`config.mk`:
```
export PLATFORM = sky130hd
export DESIGN_NAME = piece_action_sched_flat
export DESIGN_NICKNAME = d
export VERILOG_FILES = /design/src/rtl/piece_action_sched_if.sv /design/src/rtl/piece_action_sched.sv /design/src/flat_wrapper.sv
export SDC_FILE = /design/constraint.sdc
export NUM_CORES = 1
export LEC_CHECK = 0
export BUFFER_PORTS_ARGS = -buffer_cell sky130_fd_sc_hd__buf_2
export CORE_AREA = 2 2 42 44
export CTS_BUF_LIST = sky130_fd_sc_hd__clkbuf_4
export CTS_CLUSTER_SIZE = 14
export DETAILED_ROUTE_END_ITERATION = 10
export DIE_AREA = 0 0 44 46
export GPL_ROUTABILITY_DRIVEN = 0
export PLACE_DENSITY = 0.79
export SYNTH_ARGS = -nofsm -noshare
export SYNTH_HDL_FRONTEND = slang
export SYNTH_SLANG_ARGS = --single-unit
```
`constraint.sdc`:
```
create_clock -name clk -period 2.25 [get_ports clk]
set_clock_uncertainty 0.1 [all_clocks]
set_input_delay 0.45 -clock clk [delete_from_list [all_inputs] [get_ports clk]]
set_output_delay 0.45 -clock clk [all_outputs]
set_load 0.005 [all_outputs]
```
`src/rtl/piece_action_sched_if.sv`:
```
// Bundle of game-FSM handshake signals between the game controller and the
// piece action scheduler. The master side drives key/game inputs; the slave
// side (the scheduler) returns the requested next state and status flags.
interface piece_action_sched_if #(
    parameter int STATE_W = 3
);
    logic [STATE_W-1:0] game_current_state;
    logic               rotate;
    logic               move_left;
    logic               move_right;
    logic               move_tobottom;
    logic               en_fall;
    logic               will_collide_below;
    logic               new_piece;
    logic [STATE_W-1:0] game_next_state_generate;
    logic               move_dir;
    logic               action_valid;
    logic               lock_pending;

    modport master (
        output game_current_state, rotate, move_left, move_right, move_tobottom,
               en_fall, will_collide_below, new_piece,
        input  game_next_state_generate, move_dir, action_valid, lock_pending
    );

    modport slave (
        input  game_current_state, rotate, move_left, move_right, move_tobottom,
               en_fall, will_collide_below, new_piece,
        output game_next_state_generate, move_dir, action_valid, lock_pending
    );
endinterface

```
`src/rtl/piece_action_sched.sv`:
```
// Piece action scheduler: turns player key levels, gravity ticks and the
// grounded flag into one requested game state per cycle, with rotate and
// hard-drop edge detection and DAS/ARR auto-repeat for left/right moves.
// Optional feature macro: LOCK_DELAY_EN enables a lock-delay timer with a
// bounded number of restarts per piece; without it a grounded gravity tick
// requests COLLISION immediately.
// State codes follow the tetris_states.vh encoding; they are defined here
// only when that header has not already been pulled in.
`ifndef GENERATE_PIECE
`define GENERATE_PIECE 3'd0
`define ROTATE_PIECE   3'd1
`define MOVE           3'd2
`define TOBOTTOM       3'd3
`define COLLISION      3'd4
`endif

module piece_action_sched #(
    parameter int STATE_W     = 3,
    parameter int CNT_W       = 8,
    parameter int DAS_CYCLES  = 16,
    parameter int ARR_CYCLES  = 4,
    parameter int LOCK_CYCLES = 30,
    parameter int LOCK_RESETS = 8
) (
    input logic                clk,
    input logic                rst_n,
    piece_action_sched_if.slave bus
);

    localparam logic [STATE_W-1:0] ST_GEN  = STATE_W'(`GENERATE_PIECE);
    localparam logic [STATE_W-1:0] ST_ROT  = STATE_W'(`ROTATE_PIECE);
    localparam logic [STATE_W-1:0] ST_MOVE = STATE_W'(`MOVE);
    localparam logic [STATE_W-1:0] ST_TOB  = STATE_W'(`TOBOTTOM);
    localparam logic [STATE_W-1:0] ST_COLL = STATE_W'(`COLLISION);

    localparam logic [CNT_W-1:0] DAS_L = CNT_W'(DAS_CYCLES);
    localparam logic [CNT_W-1:0] ARR_L = CNT_W'(ARR_CYCLES);

    function automatic logic [CNT_W-1:0] sat_inc(input logic [CNT_W-1:0] v);
        return (v == {CNT_W{1'b1}}) ? v : v + CNT_W'(1);
    endfunction

    // Edge-detect history for rotate / hard drop
    logic rotate_q, tobottom_q;
    // Auto-repeat tracking: hold counter, ARR phase flag, direction being held
    logic [CNT_W-1:0] hold_cnt, hold_cnt_d;
    logic             hold_arr, hold_arr_d;
    logic             hold_dir;
    // Registered outputs
    logic [STATE_W-1:0] next_q, next_d;
    logic               valid_q, valid_d;
    logic               dir_q, dir_d;
    logic               pend_q, pend_d;

    logic rotate_edge, tobottom_edge, one_side, key_dir, in_gen, move_evt, expire;

    assign rotate_edge   = bus.rotate & ~rotate_q;
    assign tobottom_edge = bus.move_tobottom & ~tobottom_q;
    assign one_side      = bus.move_left ^ bus.move_right;
    assign key_dir       = bus.move_right;
    assign in_gen        = (bus.game_current_state == ST_GEN);

`ifdef LOCK_DELAY_EN
    localparam logic [CNT_W-1:0] LOCK_LAST_L = CNT_W'(LOCK_CYCLES - 1);
    localparam logic [CNT_W-1:0] LOCK_RST_L  = CNT_W'(LOCK_RESETS);

    logic [CNT_W-1:0] lock_cnt, lock_cnt_d;
    logic [CNT_W-1:0] lock_rst_cnt, lock_rst_cnt_d;
    logic             unused_en_fall;

    // Gravity ticks do not drive locking once the lock timer owns it
    assign unused_en_fall = bus.en_fall;
    // New piece suppresses an expiry landing in the same cycle
    assign expire = in_gen && bus.will_collide_below && !bus.new_piece &&
                    (lock_cnt >= LOCK_LAST_L);
`else
    localparam int unused_lock_cfg = LOCK_CYCLES + LOCK_RESETS;
    logic unused_new_piece;

    assign unused_new_piece = bus.new_piece;
    assign expire           = in_gen && bus.en_fall && bus.will_collide_below;
`endif

    // Move event generation: immediate on press, then DAS delay, then ARR period
    always_comb begin
        // NOTE: every always_comb output gets a default first so no path leaves it unassigned (no latch).
        move_evt   = 1'b0;
        hold_cnt_d = hold_cnt;
        hold_arr_d = hold_arr;
        if (!one_side) begin
            hold_cnt_d = '0;
            hold_arr_d = 1'b0;
        end else if (hold_cnt == '0 || key_dir != hold_dir) begin
            move_evt   = 1'b1;
            hold_cnt_d = CNT_W'(1);
            hold_arr_d = 1'b0;
        end else if (!hold_arr) begin
            if (hold_cnt >= DAS_L) begin
                move_evt   = 1'b1;
                hold_cnt_d = CNT_W'(1);
                hold_arr_d = 1'b1;
            end else begin
                hold_cnt_d = sat_inc(hold_cnt);
            end
        end else begin
            if (hold_cnt >= ARR_L) begin
                move_evt   = 1'b1;
                hold_cnt_d = CNT_W'(1);
            end else begin
                hold_cnt_d = sat_inc(hold_cnt);
            end
        end
    end

    // Arbitration of the single requested action plus lock-timer bookkeeping
    always_comb begin
        next_d = ST_GEN;
        dir_d  = dir_q;
        pend_d = 1'b0;
`ifdef LOCK_DELAY_EN
        pend_d         = pend_q;
        lock_cnt_d     = lock_cnt;
        lock_rst_cnt_d = lock_rst_cnt;
`endif
        if (in_gen) begin
            if (expire) begin
                next_d = ST_COLL;
            end else if (rotate_edge) begin
                next_d = ST_ROT;
            end else if (move_evt) begin
                next_d = ST_MOVE;
                dir_d  = key_dir;
            end else if (tobottom_edge) begin
                next_d = ST_TOB;
            end
        end
        valid_d = (next_d != ST_GEN);
`ifdef LOCK_DELAY_EN
        if (bus.new_piece) begin
            lock_cnt_d     = '0;
            lock_rst_cnt_d = '0;
            pend_d         = 1'b0;
        end else if (in_gen) begin
            if (!bus.will_collide_below || expire) begin
                lock_cnt_d = '0;
                pend_d     = 1'b0;
            end else begin
                pend_d = 1'b1;
                if ((next_d == ST_ROT || next_d == ST_MOVE) && lock_rst_cnt < LOCK_RST_L) begin
                    lock_cnt_d     = '0;
                    lock_rst_cnt_d = lock_rst_cnt + CNT_W'(1);
                end else begin
                    lock_cnt_d = sat_inc(lock_cnt);
                end
            end
        end
`endif
    end

    // State and output registers; reset aborts any hold or lock in progress
    always_ff @(posedge clk or negedge rst_n) begin
        if (!rst_n) begin
            rotate_q   <= 1'b0;
            tobottom_q <= 1'b0;
            hold_cnt   <= '0;
            hold_arr   <= 1'b0;
            hold_dir   <= 1'b0;
            next_q     <= ST_GEN;
            valid_q    <= 1'b0;
            dir_q      <= 1'b0;
            pend_q     <= 1'b0;
`ifdef LOCK_DELAY_EN
            lock_cnt     <= '0;
            lock_rst_cnt <= '0;
`endif
        end else begin
            // NOTE: non-blocking assignments so every register samples pre-edge values.
            rotate_q   <= bus.rotate;
            tobottom_q <= bus.move_tobottom;
            hold_cnt   <= hold_cnt_d;
            hold_arr   <= hold_arr_d;
            hold_dir   <= one_side ? key_dir : hold_dir;
            next_q     <= next_d;
            valid_q    <= valid_d;
            dir_q      <= dir_d;
            pend_q     <= pend_d;
`ifdef LOCK_DELAY_EN
            lock_cnt     <= lock_cnt_d;
            lock_rst_cnt <= lock_rst_cnt_d;
`endif
        end
    end

    assign bus.game_next_state_generate = next_q;
    assign bus.action_valid             = valid_q;
    assign bus.move_dir                 = dir_q;
    assign bus.lock_pending             = pend_q;

endmodule

```
`src/flat_wrapper.sv`:
```
// flat-port wrapper written by rule: the top's interface ports become plain ports
module piece_action_sched_flat 
#(
    parameter int STATE_W     = 3,
    parameter int CNT_W       = 8,
    parameter int DAS_CYCLES  = 16,
    parameter int ARR_CYCLES  = 4,
    parameter int LOCK_CYCLES = 30,
    parameter int LOCK_RESETS = 8
)
  (clk, rst_n, bus_game_current_state, bus_rotate, bus_move_left, bus_move_right, bus_move_tobottom, bus_en_fall, bus_will_collide_below, bus_new_piece, bus_game_next_state_generate, bus_move_dir, bus_action_valid, bus_lock_pending);
  piece_action_sched_if #(.STATE_W(STATE_W)) bus_i ();
  input logic clk;
  input logic rst_n;
  input wire logic [$bits(bus_i.game_current_state)-1:0] bus_game_current_state;
  input wire logic [$bits(bus_i.rotate)-1:0] bus_rotate;
  input wire logic [$bits(bus_i.move_left)-1:0] bus_move_left;
  input wire logic [$bits(bus_i.move_right)-1:0] bus_move_right;
  input wire logic [$bits(bus_i.move_tobottom)-1:0] bus_move_tobottom;
  input wire logic [$bits(bus_i.en_fall)-1:0] bus_en_fall;
  input wire logic [$bits(bus_i.will_collide_below)-1:0] bus_will_collide_below;
  input wire logic [$bits(bus_i.new_piece)-1:0] bus_new_piece;
  output wire logic [$bits(bus_i.game_next_state_generate)-1:0] bus_game_next_state_generate;
  output wire logic [$bits(bus_i.move_dir)-1:0] bus_move_dir;
  output wire logic [$bits(bus_i.action_valid)-1:0] bus_action_valid;
  output wire logic [$bits(bus_i.lock_pending)-1:0] bus_lock_pending;
  assign bus_i.game_current_state = bus_game_current_state;
  assign bus_i.rotate = bus_rotate;
  assign bus_i.move_left = bus_move_left;
  assign bus_i.move_right = bus_move_right;
  assign bus_i.move_tobottom = bus_move_tobottom;
  assign bus_i.en_fall = bus_en_fall;
  assign bus_i.will_collide_below = bus_will_collide_below;
  assign bus_i.new_piece = bus_new_piece;
  assign bus_game_next_state_generate = bus_i.game_next_state_generate;
  assign bus_move_dir = bus_i.move_dir;
  assign bus_action_valid = bus_i.action_valid;
  assign bus_lock_pending = bus_i.lock_pending;
  piece_action_sched #(.STATE_W(STATE_W), .CNT_W(CNT_W), .DAS_CYCLES(DAS_CYCLES), .ARR_CYCLES(ARR_CYCLES), .LOCK_CYCLES(LOCK_CYCLES), .LOCK_RESETS(LOCK_RESETS)) u_core (.clk(clk), .rst_n(rst_n), .bus(bus_i));
endmodule
```
==> impl_metrics.tcl, run 1 <==
set metrics [dict create \
    die_h_um 46 \
    layout_commonest_cell "dfrtp_1" \
    cts_tree "yes" \
    totalWireLength_mm 1.47 \
    syn_avg_cell_area_um2 10.3 \
    dpl_cell_area_um2 906 \
    die_area_um2 2020 \
    drive_gt1_frac 0.250 \
    critPathKind "reg2reg" \
    worstPathMaxFanout 5 \
    fin_area_um2 943 \
    cts_setup_buffers 0 \
    final_cell_mix "dfrtp_1, buf_2, nor2_1" \
    ys_types 32 \
    power.density_nw_per_um2 583 \
    clock_path_buffers 2 \
    synth_xor_area_frac 0 \
    path_clk_slew_ns 0.09 \
    reg2reg_from "u_core.hold_cnt[0]" \
    wl_per_cell_um 12.6 \
    max_freq_mhz 501 \
    period_needed_ns 2.00 \
    dpl.hpwl_mm 1.10 \
    cp-endpoint "u_core.bus.move_dir" \
    cts_sinks 17 \
    synth_compound_area_frac 0.171 \
    synth_top_family_by_area "simple AND/OR/NAND/NOR gates" \
    endpoint_kind "flop" \
    firstDrtPassIters 4 \
    synthToLayoutAreaGrowth_pct 17.1 \
    tightest_slew_ns 0.646 \
    antenna_found_initial 0 \
    grt_max_degree 18 \
    status "finished, final reports clean" \
    coreArea_um2 1610 \
    rows 15 \
    final_nets 115 \
    timing.rr.end "u_core.bus.move_dir" \
    p_leak_nw 0.429 \
    fill_cells 147 \
    io_buffers 15 \
    clk_latency_ns 0.29 \
    overflow 0 \
    diodes 0 \
    start_util 0.499 \
    hold_ws_ns 0.176 \
    grt_usage 0.165 \
    slew_violations 0 \
    drcViolationCount 0 \
    crit_required_ns 2.32 \
    synth_fa_ha_area_frac 0.0311 \
    slew_headroom 0.566 \
    worstSetupStartpoint "u_core.hold_cnt[0]" \
    io-pin-count 18 \
    cts_made_buffers 3 \
    rrSetupSlack_ns 0.25 \
    ir_drop_mv 0.477 \
    critPathArrivalTime_ns 2.06 \
    rsz0062_at_grt "no" \
    drt_iter0_drc 19 \
    ctsResizeCount 0 \
    cts_max_level 1 \
    die_w_um 44 \
    hold_viol_final 0 \
    vias_per_cell 5.47 \
    ys_ff_latch 17 \
    syn_inst 78 \
    setup_violations 0 \
    worstRegToRegCells 6 \
    via_count 640 \
    grt_pass1_vias 575 \
    ys_warn_count 0 \
    synthSimpleGateAreaFrac 0.207 \
    start_kind "flop" \
    cap_violations 0 \
    grt_pass1_wl_mm 2.35 \
    ant_nets 0 \
    netlist_area_um2 806 \
    cts-root-buf "clkbuf_4" \
    synthMuxAreaShare 0.0264 \
    fin_setup_tns_ns 0 \
    finalCritPeriodShare 0.887 \
    ys_seq_area_frac 0.528 \
    hold_path.class "in2reg" \
]
[final cells by class]
class                   count  area (um^2)  area share
clock buffers               3         22.5      0.0239
well taps                  17         21.3      0.0225
flip-flops and latches     17          425       0.451
repair buffers             16         85.1      0.0902
clock inverters             1         5.00     0.00531
multi-input cells          58          365       0.387
inverters                   5         18.8      0.0199
[what timing repair did]
| item | in CTS | in global routing |
|---|---|---|
| endpoints found under the hold margin | 17 | 0 |
| hold buffers | 1 | 0 |
| endpoints found under the setup margin | 0 | 0 |
[registers in the layout, summed over array words and instances, names as in the netlist]
register,cells
u_core.rotate_q,1
u_core.hold_dir,1
u_core.bus.game_next_state_generate,3
u_core.bus.action_valid,1
u_core.hold_arr,1
u_core.hold_cnt,8
u_core.bus.move_dir,1
u_core.tobottom_q,1
[critical path, stage by stage, from the launching register on]
cell,delay (ns)
dfrtp_1,0.44
inv_1,0.08
ha_1,0.14
or3b_2,0.50
and3_1,0.24
o31ai_1,0.25
a22oi_1,0.12
[per-stage QoR]
stage	utilization	total power, mW	instances	worst slack (ns)
floorplan	-	0.371	81	0.435
global placement	0.561	0.394	112	0.357
detailed placement	0.561	0.398	112	0.284
CTS	0.584	0.558	117	0.267
global route	0.584	0.579	117	0.147
finish	0.584	0.550	117	0.255
[cell usage after synthesis]
library cell   n  area [um^2]
a221oi_1       1         8.76
mux2i_1        1         10.0
or3b_2         1         8.76
nand2_1        6         22.5
o31ai_1        1         7.51
o2bb2a_4       1         20.0
buf_4          1         7.51
a31oi_1        1         6.26
ha_1           2         25.0
conb_1         1         3.75
nand3_1        4         20.0
a21boi_0       1         7.51
mux2_2         1         11.3
and3_1         1         6.26
nor2_1         7         26.3
o22ai_1        2         12.5
inv_1          5         18.8
o21ai_0        3         15.0
a22oi_1        1         7.51
a21oi_1        4         20.0
nand4_1        1         6.26
nand2b_1       2         12.5
nor4_1         1         6.26
a211oi_1       2         15.0
nor3_1         2         10.0
nor2b_1        2         12.5
or3_4          1         11.3
or3_1          1         6.26
or2_2          1         6.26
a41oi_1        2         17.5
dfrtp_1       17          425
or3b_4         1         11.3
[how the worst min path moves through the flow]
stage	startpoint	end	slack (ns)	cells after the start
final	bus_move_tobottom	u_core.tobottom_q	0.18	1
after global routing	bus_move_tobottom	u_core.tobottom_q	0.16	1
after CTS	bus_rotate	u_core.rotate_q	0.17	1
after detailed placement	rst_n	u_core.hold_dir	0.29	1
after global placement	rst_n	u_core.hold_cnt[0]	0.29	1
after floorplan	rst_n	u_core.bus.action_valid	0.05	0
[power breakdown]
group          switching, mW  total, mW  internal, mW
combinational         0.0345     0.0648        0.0303
sequential            0.0103      0.328         0.318
clock                 0.0907      0.157        0.0662
total                  0.136      0.550         0.414
[per-layer routing]
metal	up-vias	GRT usage	wire length (um)
met4	0	0.0545	23
met2	14	0.256	688
li1	324	-	-
met3	4	0.0754	89
met1	298	0.204	670
met5	-	0	0
[kinds of logic (layout without fill, tap and decap cells)]
kind of cell	Yosys count	after routing
AOI/OAI and AO/OA	19	19
adders and majority gates	2	2
buffers and inverters	6	25
DFF	17	17
muxes	2	2
other	1	4
and+or+nand+nor	31	31
No activity file was read; power rests on OpenSTA's default activity.
==> run 2: changes to the inputs <==
- ABC_AREA: unset -> 1
- CTS_CLUSTER_DIAMETER: unset -> 150
==> run 2 against run 1 <==
Effect of this change:
- non-clock buffer count unchanged
- core utilization increased by 0.62 points
- sequential power increased by 2%
- critical endpoint is now u_core.bus.action_valid
- first-iteration DRC count decreased by 47%
- cell count increased by 16%
==> impl_metrics.tcl, run 2 <==
set metrics [dict create \
    critPathArrivalTime_ns 1.61 \
    largest_reg_flops 8 \
    final_cell_mix "nand2_1, inv_1, dfrtp_1" \
    dp_cells 131 \
    min_from "bus_rotate" \
    power_mw 0.580 \
    finalCritPeriodShare 0.673 \
    cts_max_level 1 \
    hold_depth 1 \
    clock_path_buffers 2 \
    clk_latency_ns 0.29 \
    start_kind "flop" \
    cts_sinks 17 \
    setup_violations 0 \
    cts_setup_buffers 0 \
    grt_pass1_vias 574 \
    synth_commonest_cells "nand2_1, dfrtp_1, inv_1" \
    p_leak_nw 0.522 \
    overflow 0 \
    cts_tree "yes" \
    die_area_um2 2020 \
    reg2reg_from "u_core.hold_cnt[0]" \
    totalWireLength_mm 1.35 \
    hold_end "u_core.rotate_q" \
    ys_warn_count 0 \
    rrSetupSlack_ns 0.73 \
    die_h_um 46 \
    fin_setup_tns_ns 0 \
    hold_path.class "in2reg" \
    async_flop_share 1.00 \
    p_comb_frac 0.147 \
    drive_gt1_frac 0.210 \
    crit_required_ns 2.34 \
    ir_drop_mv 0.397 \
    endpoint_kind "flop" \
    top_register "u_core.hold_cnt" \
    status "finished, final reports clean" \
    drt_iter0_drc 10 \
    grt_usage 0.156 \
    ys_ff_latch 17 \
    fin_ws_ns 0.735 \
    path_clk_slew_ns 0.10 \
    syn_inst 97 \
    synth.area.top_cells "dfrtp_1, nand2_1, inv_1" \
    netlist_area_um2 816 \
    place_ws_ns 0.752 \
    ant_nets 0 \
    cts_made_buffers 3 \
    p_sw_mw 0.153 \
    synthToLayoutAreaGrowth_pct 16.9 \
    syn_avg_cell_area_um2 8.41 \
    grt_max_degree 18 \
    timing.rr.end "u_core.bus.action_valid" \
    pwr-share-clk 0.275 \
    grt_pass1_wl_mm 2.26 \
    synth_top_cell_by_area "dfrtp_1" \
    hold_viol_final 0 \
    yosys.cell_count.top_type "nand2_1" \
    drcViolationCount 0 \
    slew_violations 0 \
    finalNonFillerCells 136 \
    start_util 0.505 \
    critPathKind "reg2reg" \
    ys_seq_area_frac 0.521 \
    coreArea_um2 1610 \
    ys_types 20 \
    dpl.hpwl_mm 1.06 \
    diodes 0 \
    layout_commonest_cell "nand2_1" \
    seq_power_share 0.578 \
    rsz0062_at_grt "no" \
    final_nets 134 \
    rows 15 \
    io_buffers 15 \
    worstPathMaxFanout 3 \
    synth_top_area_share 0.521 \
    antenna_found_initial 0 \
    power.density_nw_per_um2 608 \
    ctsResizeCount 0 \
    die_w_um 44 \
    io-pin-count 18 \
    p_int_mw 0.427 \
    synth_edf_count 0 \
    via_count 638 \
    period_needed_ns 1.52 \
    worstRegToRegCells 11 \
    ys.flop_type "dfrtp_1" \
    cts-root-buf "clkbuf_4" \
    swShare 0.264 \
    vias_per_cell 4.69 \
    max_freq_mhz 660 \
    wl_per_cell_um 9.90 \
    firstDrtPassIters 4 \
    cap_violations 0 \
]
## run 2: logic make-up (layout without fill, tap and decap cells)
group	count (synthesis)	in the layout	share of synthesized area
buf+inv	18	37	0.0874
xor+xnor	3	3	0.0414
compound gates	4	4	0.0245
simple gates	52	52	0.290
flops	17	17	0.521
other cells	1	4	0.00460
fa+ha+maj	2	2	0.0307
## run 2: timing repair
item | 4_1_cts | 5_1_grt
hold buffers | 1 | 0
setup endpoints to repair | 0 | 0
hold endpoints to repair | 17 | 0
## run 2: worst max-delay path by stage
stage / cells past startpoint / start / end
after floorplan: 11 / u_core.hold_cnt[0] / u_core.bus.action_valid
after CTS: 11 / u_core.hold_cnt[0] / u_core.bus.action_valid
final: 11 / u_core.hold_cnt[0] / u_core.bus.action_valid
after global routing: 7 / u_core.hold_cnt[0] / u_core.hold_cnt[3]
after detailed placement: 6 / bus_game_current_state[1] / u_core.bus.move_dir
after global placement: 11 / u_core.hold_cnt[0] / u_core.bus.action_valid
## run 2: cell type report
type	count	area, um^2
Tap cell	17	21.3
Clock buffer	3	22.5
Multi-Input combinational cell	65	330
Fill cell	162	661
Timing Repair Buffer	16	85.1
Inverter	17	63.8
Clock inverter	1	5.00
Sequential cell	17	425
## run 2: worst max-delay path, cell delays in order (launching register included)
cell and delay, ns:
dfrtp_1 0.42, inv_1 0.09, ha_1 0.15, inv_1 0.04
nor2_1 0.10, nand2_1 0.09, nand3_1 0.12, nand2_1 0.08
nand2_1 0.07, nand2_1 0.04, nand2_1 0.07, nand2_1 0.05
## run 2: routing by layer
layer  track usage  share of wire
met1         0.175           0.42
met2         0.279           0.53
met3        0.0357          0.032
met4        0.0727          0.013
met5             0              0
## run 2: power groups by stage
stage | registers [mW] | logic, mW | clock network [mW]
final | 0.335 | 0.0852 | 0.160
after global routing | 0.337 | 0.0975 | 0.182
after CTS | 0.335 | 0.0871 | 0.169
after detailed placement | 0.341 | 0.0855 | 0
after global placement | 0.341 | 0.0798 | 0
after floorplan | 0.341 | 0.0501 | 0
## run 2: stage by stage
| stage | hold WS (ns) | util | area, um^2 |
|---|---|---|---|
| after floorplan | 0.0544 | - | 827 |
| after global placement | 0.282 | 0.567 | 916 |
| after detailed placement | 0.290 | 0.567 | 916 |
| after CTS | 0.168 | 0.591 | 953 |
| after global routing | 0.158 | 0.591 | 953 |
| final | 0.172 | 0.591 | 953 |
==> run 3: changes to the inputs <==
- CORE_AREA: 2 2 42 44 -> 2 2 44 46
- DIE_AREA: 0 0 44 46 -> 0 0 46 48
- PLACE_DENSITY: 0.79 -> 0.76
- clock period: 2.25 -> 1.3 ns (I/O delays scaled with it)
==> run 3 against run 2 <==
Effect of this change:
- die area rose by 9.1%
- flip-flop and latch count did not move
- critical path type unchanged
- critical endpoint unchanged
- routed wire length increased by 17%
- the run now ends with negative setup slack left
- maximum frequency increased by 4.6%
- power grew 93%
==> impl_metrics.tcl, run 3 (same netlist as run 2, synthesis figures left out) <==
set metrics [dict create \
    status "finished with violations" \
    violations "negative setup slack" \
    rows 15 \
    hold_path.class "in2reg" \
    wl_per_cell_um 10.4 \
    drt_iter0_drc 4 \
    fin_ws_ns -0.148 \
    worstPathMaxFanout 3 \
    hold_viol_final 0 \
    top_layer "met4" \
    clk_latency_ns 0.29 \
    cts_sinks 17 \
    met2_wirelength_um 843 \
    path_common_cell "nand2_2" \
    critPathArrivalTime_ns 1.54 \
    ir_drop_mv 0.624 \
    path_delay_family "simple AND/OR/NAND/NOR gates" \
    crit_cells 11 \
    cts_tree "yes" \
    drt-met1-wl_um 664 \
    wl_met3_um 40 \
    grt_max_degree 18 \
    layout_commonest_cell "dfrtp_1" \
    crit_required_ns 1.39 \
    antenna_found_initial 0 \
    hold_depth 2 \
    firstDrtPassIters 4 \
    cts_max_level 1 \
    synthToLayoutAreaGrowth_pct 43.7 \
    final_cell_mix "dfrtp_1, nand2_1, buf_2" \
    overflow 0 \
    coreArea_um2 1690 \
    worstRegToRegCells 11 \
    diodes 0 \
    io-pin-count 18 \
    totalWireLength_mm 1.58 \
    ant_nets 0 \
    largest_reg_flops 8 \
    finalNonFillerCells 151 \
    finalCritPeriodShare 1.11 \
    critPathMaxStageDelay_ns 0.42 \
    grt_usage 0.163 \
    period_needed_ns 1.45 \
    critPathBufInv 2 \
    die_h_um 48 \
    drive_gt1_frac 0.470 \
    endpoint_kind "flop" \
    io_buffers 15 \
    drcViolationCount 0 \
    clock_path_buffers 2 \
    fin_util 0.694 \
    final_nets 149 \
    dpl.hpwl_mm 1.13 \
    dp_cells 140 \
    cap_violations 0 \
    via_count 702 \
    start_util 0.483 \
    max_freq_mhz 691 \
    grt_pass1_wl_mm 2.43 \
    crit_chain "inv_2, ha_4, inv_2, nor2_2, nand2_2, nand3_2, nand2_2, nand2_2, nand2_2, nand2_2, nand2_1" \
    vias_per_cell 4.65 \
    slew_violations 0 \
    start_kind "flop" \
    power_mw 1.12 \
    p_leak_nw 0.609 \
    die_area_um2 2210 \
    grt_pass1_vias 619 \
    rsz0062_at_grt "yes" \
    top_register "u_core.hold_cnt" \
    die_w_um 46 \
    power.density_nw_per_um2 954 \
    cts-root-buf "clkbuf_4" \
    critPathSlowestCell "dfrtp_1" \
    cts_made_buffers 3 \
    setup_violations 9 \
    fill_cells 130 \
    critPathKind "reg2reg" \
    path_clk_slew_ns 0.10 \
    hold_ws_ns 0.0471 \
]
run 3: changes by cell type in the layout (fill, tap and decap cells not counted), moves of 5 or more:
cell / change
buf_4: +13
nand2_1: -8
nand2_2: +8
nor2_1: -6
nor2_2: +5
run 3: report_power, final:
| part | switching [mW] | internal, mW | leakage [nW] | total (mW) |
|---|---|---|---|---|
| Clock | 0.154 | 0.140 | 0.0184 | 0.294 |
| Combinational | 0.119 | 0.124 | 0.373 | 0.243 |
| Sequential | 0.0191 | 0.562 | 0.218 | 0.581 |
| Total | 0.292 | 0.826 | 0.609 | 1.12 |
run 3: layout make-up:
| cell class | count | area (um^2) | share of cell area |
|---|---|---|---|
| tap | 17 | 21.3 | 0.0181 |
| sequential | 17 | 425 | 0.363 |
| clock buffer | 4 | 30.0 | 0.0256 |
| inverter | 17 | 63.8 | 0.0544 |
| multi-input combinational | 65 | 429 | 0.366 |
| timing repair buffer | 31 | 203 | 0.173 |
run 3: what timing repair did:
action,in CTS,in global routing
endpoints found under the hold margin,19,0
setup buffers,3,1
resized for setup,15,14
endpoints found under the setup margin,10,10
pin swaps,10,7
hold buffers,3,0
run 3: per-stage QoR:
| stage | setup WS, ns | instance area (um^2) | TNS (ns) |
|---|---|---|---|
| after floorplan | -0.0103 | 835 | -0.0103 |
| after CTS | -0.122 | 1120 | -0.622 |
| after detailed placement | -0.170 | 991 | -1.03 |
| after global routing | -0.223 | 1170 | -1.41 |
| after global placement | -0.103 | 991 | -0.536 |
| final | -0.148 | 1170 | -0.747 |
run 3: worst paths after layout:
kind,start,end,slack (ns)
max reg2reg,u_core.hold_cnt[0],u_core.bus.action_valid,-0.15
min reg2reg,u_core.bus.move_dir,u_core.bus.move_dir,0.41
min in group asynchronous,rst_n,u_core.hold_cnt[1],0.31
max in group asynchronous,rst_n,u_core.hold_cnt[6],0.50
min,bus_game_current_state[2],u_core.bus.game_next_state_generate[2],0.05
max,u_core.hold_cnt[0],u_core.bus.action_valid,-0.15
run 3: worst reg2reg max path, delay by kind of cell, from the launching register on:
family	cells	cell delay, ns
buf+inv	2	0.12
fa+ha+maj	1	0.12
simple gates	8	0.60
flops	1	0.42
run 3: routing by layer:
layer,vias to the layer above,GRT usage
li1,363,-
met1,323,0.172
met2,12,0.294
met3,4,0.0340
met4,0,0.103
met5,-,0
